## config.mk

```make
export PLATFORM = sky130hd
export DESIGN_NAME = poly_op_ctrl_flat
export DESIGN_NICKNAME = d
export VERILOG_FILES = /design/src/rtl/poly_op_ctrl_if.sv /design/src/rtl/poly_op_ctrl.sv /design/src/flat_wrapper.sv
export SDC_FILE = /design/constraint.sdc
export NUM_CORES = 1
export LEC_CHECK = 0
export CAP_MARGIN = 0
export CORE_MARGIN = 2
export CORE_UTILIZATION = 57
export CTS_BUF_LIST = sky130_fd_sc_hd__clkbuf_4 sky130_fd_sc_hd__clkbuf_8
export DETAILED_ROUTE_END_ITERATION = 10
export PLACE_DENSITY = 0.94
export SYNTH_ARGS = -nofsm -noshare
export SYNTH_HDL_FRONTEND = slang
export SYNTH_SLANG_ARGS = --single-unit
```

## constraint.sdc

```tcl
create_clock -name clk -period 5.8 [get_ports clk]
set_input_delay 1.16 -clock clk [delete_from_list [all_inputs] [get_ports clk]]
set_output_delay 1.16 -clock clk [all_outputs]
set_load 0.005 [all_outputs]
```

## src/rtl/poly_op_ctrl_if.sv

```systemverilog
// Request/status bundle between an operation requester and poly_op_ctrl.
// The controller side also feeds mode/clk_counter to the address generator.
interface poly_op_ctrl_if;
  logic       start;
  logic [1:0] op;
  logic       busy;
  logic       done;
  logic [1:0] mode;
  logic [7:0] clk_counter;
  logic [2:0] layer;
  logic       rd_en;
  logic       wr_en;

  modport master (
    output start, op,
    input  busy, done, mode, clk_counter, layer, rd_en, wr_en
  );

  modport slave (
    input  start, op,
    output busy, done, mode, clk_counter, layer, rd_en, wr_en
  );
endinterface

```

## src/rtl/poly_op_ctrl.sv

```systemverilog
// Sequencing controller for the NTT/polynomial address generator: walks
// clk_counter through each operation's schedule and emits aligned rd/wr strobes.
module poly_op_ctrl #(
  parameter int PIPE_LAT = 10
) (
  input  logic          clk,
  input  logic          rst,
  poly_op_ctrl_if.slave bus
);

  typedef enum logic [1:0] {
    ST_IDLE  = 2'd0,
    ST_RUN   = 2'd1,
    ST_DRAIN = 2'd2,
    ST_DONE  = 2'd3
  } state_t;

  localparam logic [1:0]    OP_MULT    = 2'd2;
  localparam int            DW         = $clog2(PIPE_LAT);
  localparam logic [DW-1:0] DRAIN_LAST = DW'(PIPE_LAT - 1);

  state_t               state_r;
  state_t               state_nxt_s;
  logic [1:0]           mode_r;
  logic [7:0]           cnt_r;
  logic [DW-1:0]        drain_r;
  logic [PIPE_LAT-1:0]  dly_r;
  logic                 is_ntt_s;
  logic                 busy_s;
  logic                 done_s;
  logic                 rd_en_s;
  logic                 wr_en_s;
  logic [2:0]           layer_s;

  // NTT and INVNTT share the layered schedule; both have op[1]=0.
  assign is_ntt_s = ~mode_r[1];

  // State register.
  always_ff @(posedge clk or posedge rst) begin
    if (rst) begin
      state_r <= ST_IDLE;
    end else begin
      state_r <= state_nxt_s;
    end
  end

  // Next-state decode.
  always_comb begin
    state_nxt_s = state_r;
    case (state_r)
      ST_IDLE: begin
        if (bus.start) state_nxt_s = ST_RUN;
        else           state_nxt_s = ST_IDLE;
      end
      ST_RUN: begin
        if (is_ntt_s) begin
          if (cnt_r[4:0] == 5'd31) state_nxt_s = ST_DRAIN;
          else                     state_nxt_s = ST_RUN;
        end else if (mode_r == OP_MULT) begin
          if (cnt_r == 8'd145) state_nxt_s = ST_DONE;
          else                 state_nxt_s = ST_RUN;
        end else begin
          if (cnt_r == 8'd69) state_nxt_s = ST_DONE;
          else                state_nxt_s = ST_RUN;
        end
      end
      ST_DRAIN: begin
        if (drain_r != DRAIN_LAST)    state_nxt_s = ST_DRAIN;
        else if (cnt_r[7:5] == 3'd6)  state_nxt_s = ST_DONE;
        else                          state_nxt_s = ST_RUN;
      end
      ST_DONE: state_nxt_s = ST_IDLE;
      default: state_nxt_s = ST_IDLE;
    endcase
  end

  // Schedule counter, latched mode, drain timer and read-to-write delay line.
  always_ff @(posedge clk or posedge rst) begin
    if (rst) begin
      mode_r  <= 2'd0;
      cnt_r   <= 8'd0;
      drain_r <= '0;
      dly_r   <= '0;
    end else begin
      dly_r <= {dly_r[PIPE_LAT-2:0], rd_en_s};
      case (state_r)
        ST_IDLE: begin
          if (bus.start) begin
            mode_r  <= bus.op;
            cnt_r   <= 8'd0;
            drain_r <= '0;
            dly_r   <= '0;
          end else begin
            mode_r <= mode_r;
          end
        end
        ST_RUN: begin
          drain_r <= '0;
          if (state_nxt_s == ST_RUN) cnt_r <= cnt_r + 8'd1;
          else                       cnt_r <= cnt_r;
        end
        ST_DRAIN: begin
          drain_r <= drain_r + {{(DW-1){1'b0}}, 1'b1};
          // Leaving DRAIN back to RUN steps onto the next layer's base.
          if (state_nxt_s == ST_RUN) cnt_r <= cnt_r + 8'd1;
          else                       cnt_r <= cnt_r;
        end
        ST_DONE: cnt_r <= cnt_r;
        default: cnt_r <= cnt_r;
      endcase
    end
  end

  // Output decode from registered state and counter.
  always_comb begin
    busy_s  = 1'b0;
    done_s  = 1'b0;
    rd_en_s = 1'b0;
    wr_en_s = 1'b0;
    layer_s = 3'd0;
    if (is_ntt_s) layer_s = cnt_r[7:5];
    else          layer_s = 3'd0;
    case (state_r)
      ST_IDLE: busy_s = 1'b0;
      ST_RUN: begin
        busy_s = 1'b1;
        if (is_ntt_s) begin
          rd_en_s = 1'b1;
          wr_en_s = dly_r[PIPE_LAT-1];
        end else if (mode_r == OP_MULT) begin
          rd_en_s = (cnt_r <= 8'd127);
          wr_en_s = (cnt_r >= 8'd18) && (cnt_r <= 8'd145) && (cnt_r[1:0] == 2'b01);
        end else begin
          rd_en_s = (cnt_r <= 8'd63);
          wr_en_s = (cnt_r >= 8'd6) && cnt_r[0];
        end
      end
      ST_DRAIN: begin
        busy_s  = 1'b1;
        wr_en_s = dly_r[PIPE_LAT-1];
      end
      ST_DONE: begin
        busy_s = 1'b1;
        done_s = 1'b1;
      end
      default: busy_s = 1'b0;
    endcase
  end

  assign bus.busy        = busy_s;
  assign bus.done        = done_s;
  assign bus.mode        = mode_r;
  assign bus.clk_counter = cnt_r;
  assign bus.layer       = layer_s;
  assign bus.rd_en       = rd_en_s;
  assign bus.wr_en       = wr_en_s;

endmodule

```

## src/flat_wrapper.sv

```systemverilog
// flat-port wrapper written by rule: the top's interface ports become plain ports
module poly_op_ctrl_flat 
#(
  parameter int PIPE_LAT = 10
)
  (clk, rst, bus_start, bus_op, bus_busy, bus_done, bus_mode, bus_clk_counter, bus_layer, bus_rd_en, bus_wr_en);
  poly_op_ctrl_if bus_i ();
  input  logic clk;
  input  logic rst;
  input wire logic [$bits(bus_i.start)-1:0] bus_start;
  input wire logic [$bits(bus_i.op)-1:0] bus_op;
  output wire logic [$bits(bus_i.busy)-1:0] bus_busy;
  output wire logic [$bits(bus_i.done)-1:0] bus_done;
  output wire logic [$bits(bus_i.mode)-1:0] bus_mode;
  output wire logic [$bits(bus_i.clk_counter)-1:0] bus_clk_counter;
  output wire logic [$bits(bus_i.layer)-1:0] bus_layer;
  output wire logic [$bits(bus_i.rd_en)-1:0] bus_rd_en;
  output wire logic [$bits(bus_i.wr_en)-1:0] bus_wr_en;
  assign bus_i.start = bus_start;
  assign bus_i.op = bus_op;
  assign bus_busy = bus_i.busy;
  assign bus_done = bus_i.done;
  assign bus_mode = bus_i.mode;
  assign bus_clk_counter = bus_i.clk_counter;
  assign bus_layer = bus_i.layer;
  assign bus_rd_en = bus_i.rd_en;
  assign bus_wr_en = bus_i.wr_en;
  poly_op_ctrl #(.PIPE_LAT(PIPE_LAT)) u_core (.clk(clk), .rst(rst), .bus(bus_i));
endmodule
```

==> results.txt <==
Drt first pass iters -> 5
Crit path depth -> 5
Fin crit share -> 0.5933
Tmin final -> 3.441 ns
CTS tree -> done
# IOs -> 22
CP startpoint -> u_core.state_r[0]
FFs w/ async S/R, synth -> 1.000
Clock Path Buffers -> 2
Fin Setup TNS -> 0 ns
WL/cell -> 15.86 um
Initial antenna violation count -> 0
Worst hold path class -> reg2reg
Clk sinks -> 26
Post-synth cell types -> 40
Status -> finished clean
Area of the die -> 0.003224 mm2
Clk_skew -> 0.007908 ns
Die width -> 56.78 um
RSZ-0062 raised after global routing -> false
Crit path capture type -> output pin
Post CTS Setup Buffer Count -> 0
Area used by multi-input combinational logic -> 834.6 um2
Slew Limit Fails -> 0
Hold Crit Depth -> 1
Critical path's slowest cell -> ha_1
Startpoint class of the critical path -> flip-flop
Pwr/cell area -> 170.8 mW/mm2
CTS Buf Count -> 3
Slew HR -> 0.2488
RD Place Congestion -> 0.9100
Most frequent cells in the layout -> 26 x dfrtp_1, 21 x clkdlybuf4s50_1, 19 x nand2_1, 14 x inv_1, 13 x ha_1
Setup violators final -> 0
Antenna-violating nets left -> 0
Hold Buf Count CTS -> 0
Maximum vdd drop -> 0.2041 mV
Iter 0 DRT Violations -> 44
Detailed-route DRC error count -> 0
Pwr Total -> 314.1 uW
Hpwl dp -> 2476 um
Critical path buffers and inverters -> 2
First-pass GRT wire length -> 6058 um
Worst path top cell family by delay -> buffers and inverters
RR Startpoint -> u_core.bus.clk_counter[0]
Critical path class -> reg2out
FMAX -> 290.6 MHz
Htree depth -> 1
Post-synth EDFFs -> 0
Critical path's largest stage delay -> 0.56 ns
Post-Route WL -> 3458 um
Hold Path Origin -> u_core.dly_r[5]
Post-Syn Area -> 0.001588 mm2
Post-synthesis cell count -> 173
Leak -> 0.0007709 uW
Share of cells above drive strength 1 -> 0.04813
WP data required -> 4.64 ns
CTS root buffer -> clkbuf_4
Non-Filler Instances -> 218
Register Area -> 650.6 um2
Port bufs -> 21
Area after DPL -> 0.001787 mm2
Mean post-synth cell area -> 9.178 um2
Crit path max fanout -> 15
Filler Cell Count -> 223
Core area -> 0.002710 mm2
Nets -> 206
Design Area, Final -> 0.001839 mm2
Grt ovf -> 0
Max-Cap Viols -> 0
Starting Density -> 0.5859
Worst Path Arrival -> 2.28 ns
Yosys reg bits -> 26
Vias in the first global route -> 1,312
Worst-path clk slew -> 0.15 ns
Clock Latency Late Sink -> 0.33 ns
Total track usage -> 0.2385
CP Cell Sequence -> inv_1 -> ha_1 -> o211ai_1 -> o21ai_0 -> clkdlybuf4s50_1
Antenna Cells -> 0
Cells on worst reg2reg path -> 8
Hold Violations, Final -> 0
Sequential share of the synthesized area -> 0.4098
Actual slew at the worst max-slew pin -> 1.120 ns
Placed cells -> 214
Syn_nets -> 191
Largest net degree at the start of global routing -> 27
Most common cell after layout, fill and taps aside -> dfrtp_1
Syn-to-layout area delta -> 15.84%
# rows -> 19
Die Ht -> 56.78 um
Via density -> 6.161
Warnings, synthesis -> 0
Predominant post-synthesis flop cell -> dfrtp_1
Cts repair resizes -> 0
Vias -> 1,343
cells by family (layout without fill, tap and decap cells):
logic type / count (synthesis) / after routing / synth area share
simple gates: 74 / 74 / 0.2506
buf+inv: 25 / 39 / 0.06461
compound gates: 32 / 32 / 0.1521
flops: 26 / 26 / 0.4098
mux: 3 / 3 / 0.02049
fa+ha+maj: 13 / 13 / 0.1024
flip-flops by register name, indices dropped and copies added (netlist names):
name / cells
u_core.bus.clk_counter: 8
u_core.bus.mode: 2
u_core.dly_r: 10
u_core.drain_r: 4
u_core.state_r: 2
final cells by class:
class                      instances  share of cell area
inverter                          14             0.02857
multi-input combinational        122              0.4537
clock inverter                     1             0.01633
sequential                        26              0.3537
timing repair buffer              21              0.1143
tap                               31             0.02109
clock buffer                       3             0.01224
metrics by stage:
stage	util	worst slack (ns)	hold WS, ns
floorplan	-	3.256	0.4277
global placement	0.6593	2.786	0.4345
detailed placement	0.6593	2.733	0.4389
CTS	0.6787	2.354	0.4679
global route	0.6787	2.158	0.4890
finish	0.6787	2.359	0.4614
Yosys cell counts, types with 2 or more instances:
master,number,area (um2)
inv_1,14,52.55
nand3_1,10,50.05
nand2_1,19,71.32
nor2_1,10,37.54
o311ai_0,3,26.28
o21ai_0,5,25.02
clkbuf_1,9,33.78
ha_1,13,162.7
mux2_2,2,22.52
dfrtp_1,26,650.6
o31ai_1,4,30.03
or4_1,4,30.03
a21oi_1,3,15.01
nand4_1,2,12.51
nand2b_1,3,18.77
nor4_1,2,12.51
o211ai_1,7,52.55
a211o_1,2,17.52
a311oi_1,2,17.52
or4b_1,2,20.02
nor3_1,3,15.01
and2_1,10,62.56
power breakdown:
part | internal, uW | leakage (uW) | total, uW | switching, uW
Sequential | 181 | 0.000286 | 181 | 0
Combinational | 2.50 | 0.000457 | 6.53 | 4.04
Clock | 69.9 | 0.0000279 | 126 | 56.4
Total | 254 | 0.000771 | 314 | 60.4
final timing paths:
check | slack (ns) | end
hold / removal | 0.46 | u_core.dly_r[6]
min in group asynchronous | 1.38 | u_core.dly_r[6]
setup / recovery | 2.36 | bus_wr_en
max in group asynchronous | 3.82 | u_core.dly_r[0]
setup reg to reg | 3.25 | u_core.bus.clk_counter[3]
hold reg to reg | 0.46 | u_core.dly_r[6]
per-layer routing:
layer | share of wire | up-vias | track usage
li1 | - | 634 | -
met4 | 0.030 | 0 | 0.1063
met5 | 0 | - | 0
met2 | 0.49 | 39 | 0.3771
met3 | 0.034 | 11 | 0.02074
met1 | 0.45 | 659 | 0.3338
Power figures use the tool's default switching activity.
==> RTL edit 1, RTL diff (same flow settings) <==
The 4 states of `state_t` get a one-hot encoding in 4 bits.
--- a/src/rtl/poly_op_ctrl.sv
+++ b/src/rtl/poly_op_ctrl.sv
@@ -8,11 +8,11 @@
   poly_op_ctrl_if.slave bus
 );
 
-  typedef enum logic [1:0] {
-    ST_IDLE  = 2'd0,
-    ST_RUN   = 2'd1,
-    ST_DRAIN = 2'd2,
-    ST_DONE  = 2'd3
+  typedef enum logic [3:0] {
+    ST_IDLE  = 4'b0001,
+    ST_RUN   = 4'b0010,
+    ST_DRAIN = 4'b0100,
+    ST_DONE  = 4'b1000
   } state_t;
 
   localparam logic [1:0]    OP_MULT    = 2'd2;
Check against the original RTL: same outputs for any inputs over 10 cycles, from zero or initial values and one cycle with rst high; not proved beyond that.
==> RTL edit 1 against the original RTL <==
Synthesized area is 2.4% higher; design area rose by 1.6%; sequential cell count increased by 2; register-to-register slack improved by 0.43 ns; setup slack got worse by 0.21 ns; count of clock-buffer cells in the layout unchanged; wire length is 7.4% higher.
Power is not compared: it rests on default switching activity, and its combinational part moved more than twofold at a synthesized area within 25%.
==> RTL edit 1: results (changes against the original RTL) <==
status: "completed"
vias: 1359  # +1.2%
nets: 190  # -7.8%
antenna_found_initial: 0  # unchanged
first_pass_iters: 4  # -1
synth_common_cells: "27 x dfrtp_1, 13 x nand2_1, 10 x and2_1, 10 x o21ai_0, 8 x nand3_1"
cpPeakStageDelay_ns: 0.71  # +0.15 ns
grt_max_degree: 29  # +7.4%
cpMaxStageDelayCell: "nor3_1"
syn_inst: 161  # -6.9%
worstPathArrival_ns: 2.49  # +0.21 ns
ys_types: 46  # +15%
seq_area_frac_synth_pct: 43.19  # +2.2 points
design_area_sq_um: 1869  # +1.6%
synth_area_leaders: "dfrtp_1 42%, ha_1 5.4%, and2_1 3.8%"
grt_pass1_wl_um: 6237  # +3.0%
cp_max_fo: 9  # -6
clkTransAtPathRegs_ns: 0.16
dpl_cell_area_sq_um: 1817  # +1.7%
drive_above_1_share_pct: 9.040  # +4.2 points
drtIter0Drc: 73  # +66%
finalWirelength_um: 3713  # +7.4%
fillers: 195  # -13%
dp_hpwl_um: 2645  # +6.8%
synth_nets: 173  # -9.4%
path_delay_family: "simple AND/OR/NAND/NOR gates"
routedWlPerCell_um: 17.85  # +13%
worst_pin_slew_ns: 1.030  # -0.09012 ns
clock_skew_ns: 0.009791  # +0.001883 ns
place_congestion: 0.8631  # -5.2%
pre_cts_ws_ns: 2.559  # -0.1747 ns
grt.total_usage_pct: 24.27  # +0.42 points
grt_pass1_vias: 1292  # -1.5%
dp_cells: 204  # -4.7%
==> RTL edit 1: cell types whose count changed in the layout (fill, tap and decap cells not counted), moves of 4 or more <==
cell,before,now
inv_1,14,7
ha_1,13,7
nand2_1,19,13
o21ai_0,5,10
nand3b_1,1,5
or4_1,4,0
==> RTL edit 1: area by class of cell <==
class                      count  area share [%]
sequential                    28           37.55
timing repair buffer          21           11.25
inverter                       7           1.406
tap                           31           2.075
clock inverter                 1           1.606
clock buffer                   3           1.205
multi-input combinational    117           44.91
==> RTL edit 1: routing by layer <==
layer	up-vias	track usage, %	share of wire (%)
li1	614	-	-
met1	673	33.23	41
met2	55	39.77	51
met3	17	2.948	5.6
met4	0	8.970	2.9
met5	-	0	0
==> RTL edit 1: path summary, 6_finish.rpt <==
check,startpoint,endpoint,slack [ns],cells past startpoint
min in group asynchronous,rst,u_core.dly_r[4],1.36,2
worst min register to register,u_core.dly_r[2],u_core.dly_r[3],0.47,1
max in group asynchronous,rst,u_core.drain_r[3],3.83,2
worst min-delay path,u_core.dly_r[2],u_core.dly_r[3],0.47,1
worst max register to register,u_core.bus.clk_counter[1],u_core.bus.clk_counter[3],3.68,8
worst max-delay path,u_core.state_r[1],bus_busy,2.15,4
==> RTL edit 1: cells by family after synthesis <==
group                      Yosys count  share of synthesized area (%)
and+or+nand+nor                     70                          27.95
AOI/OAI and AO/OA                   36                          15.94
DFF                                 28                          43.19
buffers and inverters               16                          5.158
adders and majority gates            7                          5.389
muxes                                3                          1.848
xor gates and xnor gates             1                         0.5390
==> RTL edit 1: power by group <==
part | internal (W) | switching [W]
clock network | 0.0000699 | 0.0000591
logic | 0.0000803 | 0.0000919
registers | 0.000226 | 0.0000485
==> RTL edit 2, RTL diff (same settings) <==
Made on the original files. `PIPE_LAT` is set to 10 in 2 places; all go to 20.
--- a/src/rtl/poly_op_ctrl.sv
+++ b/src/rtl/poly_op_ctrl.sv
@@ -1,7 +1,7 @@
 // Sequencing controller for the NTT/polynomial address generator: walks
 // clk_counter through each operation's schedule and emits aligned rd/wr strobes.
 module poly_op_ctrl #(
-  parameter int PIPE_LAT = 10
+  parameter int PIPE_LAT = 20
 ) (
   input  logic          clk,
   input  logic          rst,
--- a/src/flat_wrapper.sv
+++ b/src/flat_wrapper.sv
@@ -1,7 +1,7 @@
 // flat-port wrapper written by rule: the top's interface ports become plain ports
 module poly_op_ctrl_flat 
 #(
-  parameter int PIPE_LAT = 10
+  parameter int PIPE_LAT = 20
 )
   (clk, rst, bus_start, bus_op, bus_busy, bus_done, bus_mode, bus_clk_counter, bus_layer, bus_rd_en, bus_wr_en);
   poly_op_ctrl_if bus_i ();
Function: same outputs for any inputs over 10 cycles, from zero or initial values and one cycle with rst high; that may be too few to reach the edited logic, so the function may still have changed.
==> RTL edit 2 against the original RTL <==
Die area up 24%; setup slack worse by 0.13 ns; utilization up 0.065 points; sequential cell count up 11; total power up 43%; first-iteration DRC count rose to 2.8 times the old value; combinational power up 30%; synthesized area up 26%; wire length up 10%; design area up 24%; count of clock-buffer cells in the layout up 3; non-clock buffer count up 1; largest power group unchanged.
==> RTL edit 2: results (changes against the original RTL) <==
grt.total_usage_pct: 20.99  # -2.9 points
nets: 233  # +13%
cts_max_level: 2  # +1
via_per_inst: 5.620  # -8.8%
synth_mux_area_share_pct: 1.125  # -0.92 points
hold_class: "reg -> reg"
seq_area_frac_synth_pct: 46.25  # +5.3 points
clkTransAtPathRegs_ns: 0.11  # -0.04 ns
io_buffer_count: 21  # unchanged
avgSynthCellArea_sq_um: 10.01  # +9.1%
ys_async_sr_fraction_pct: 100.0  # unchanged
largest_reg_flops: 20  # +10
grt_max_degree: 38  # +41%
routedWlPerCell_um: 14.49  # -8.6%
cts_buffers: 5  # +2
worstPathArrival_ns: 2.41  # +0.13 ns
clockBufferDepth: 2  # unchanged
antenna_found_initial: 0  # unchanged
path_delay_family: "simple AND/OR/NAND/NOR gates"
pre_cts_ws_ns: 2.637  # -0.09625 ns
synth_compound_area_share_pct: 12.38  # -2.8 points
place_congestion: 0.8541  # -6.1%
dp_hpwl_um: 2651  # +7.1%
p_leak_nw: 0.9029  # +17%
clock_skew_ns: 0.01354  # +0.005636 ns
grt_pass1_vias: 1414  # +7.8%
drive_above_1_share_pct: 8.295  # +3.5 points
dpl_cell_area_sq_um: 2201  # +23%
synth_area_leaders: "dfrtp_1 46%, ha_1 7.5%, and2_1 6.6%"
drtIter0Drc: 125  # +180%
synthAdderAreaFrac_pct: 7.500  # -2.7 points
synth_common_cells: "37 x dfrtp_1, 21 x and2_1, 21 x nand2_1, 12 x ha_1, 10 x nand3_1"
worst_skew_pair.late_latency_ns: 0.34
stdcell_count: 263  # +21%
first_pass_iters: 4  # -1
synth_nets: 217  # +14%
regMostFlops: "u_core.dly_r"
vdd_drop_max_mv: 0.1656  # -19%
grt_pass1_wl_um: 6555  # +8.2%
max_slew_margin_pct: 36.93  # +12 points
internal_power_w: 0.0003573  # +41%
status: "completed"
cp_max_fo: 9  # -6
diodes: 0  # unchanged
ys_types: 40  # unchanged
dp_cells: 255  # +19%
cpMaxStageDelayCell: "dfrtp_1"
## RTL edit 2: changes by cell type in the layout (fill, tap and decap cells not counted), sizes merged, moves of 5 or more
| cell | unedited run | this run |
|---|---|---|
| and2 | 10 | 21 |
| dfrtp | 26 | 37 |
| nor2 | 10 | 2 |
| and3 | 1 | 8 |
| a21oi | 3 | 8 |
| inv | 14 | 9 |
| o211ai | 7 | 2 |
## RTL edit 2: layout make-up
class,count,area [sq um]
clock buffer,6,45.04
clock inverter,2,38.79
fill,272,1079
inverter,9,33.78
multi-input combinational,141,965.9
sequential,37,925.9
tap,46,57.56
timing repair buffer,22,217.7
## RTL edit 2: power groups by stage
stage | registers, W | clock network (W) | logic (W)
finish | 0.000258 | 0.000183 | 0.00000850
global route | 0.000258 | 0.000198 | 0.00000981
CTS | 0.000258 | 0.000185 | 0.00000884
detailed placement | 0.000263 | 0 | 0.00000888
global placement | 0.000263 | 0 | 0.00000879
floorplan | 0.000263 | 0 | 0.00000411
## RTL edit 2: final timing paths
path                                           start                   endpoint  slack, ns  cells past startpoint
max in group asynchronous                        rst  u_core.bus.clk_counter[7]       4.27                      3
min reg2reg                          u_core.dly_r[5]            u_core.dly_r[6]       0.46                      1
min                                  u_core.dly_r[5]            u_core.dly_r[6]       0.46                      1
max                        u_core.bus.clk_counter[5]                  bus_wr_en       2.23                      6
min in group asynchronous                        rst         u_core.bus.mode[0]       1.21                      3
max reg2reg                u_core.bus.clk_counter[0]  u_core.bus.clk_counter[0]       3.08                      8
## RTL edit 2: per-layer routing
layer,wire length [um],vias to the layer above,GRT usage (%)
li1,-,725,-
met1,1796,717,27.26
met2,1852,28,35.24
met3,89,8,3.750
met4,74,0,7.880
met5,0,-,0
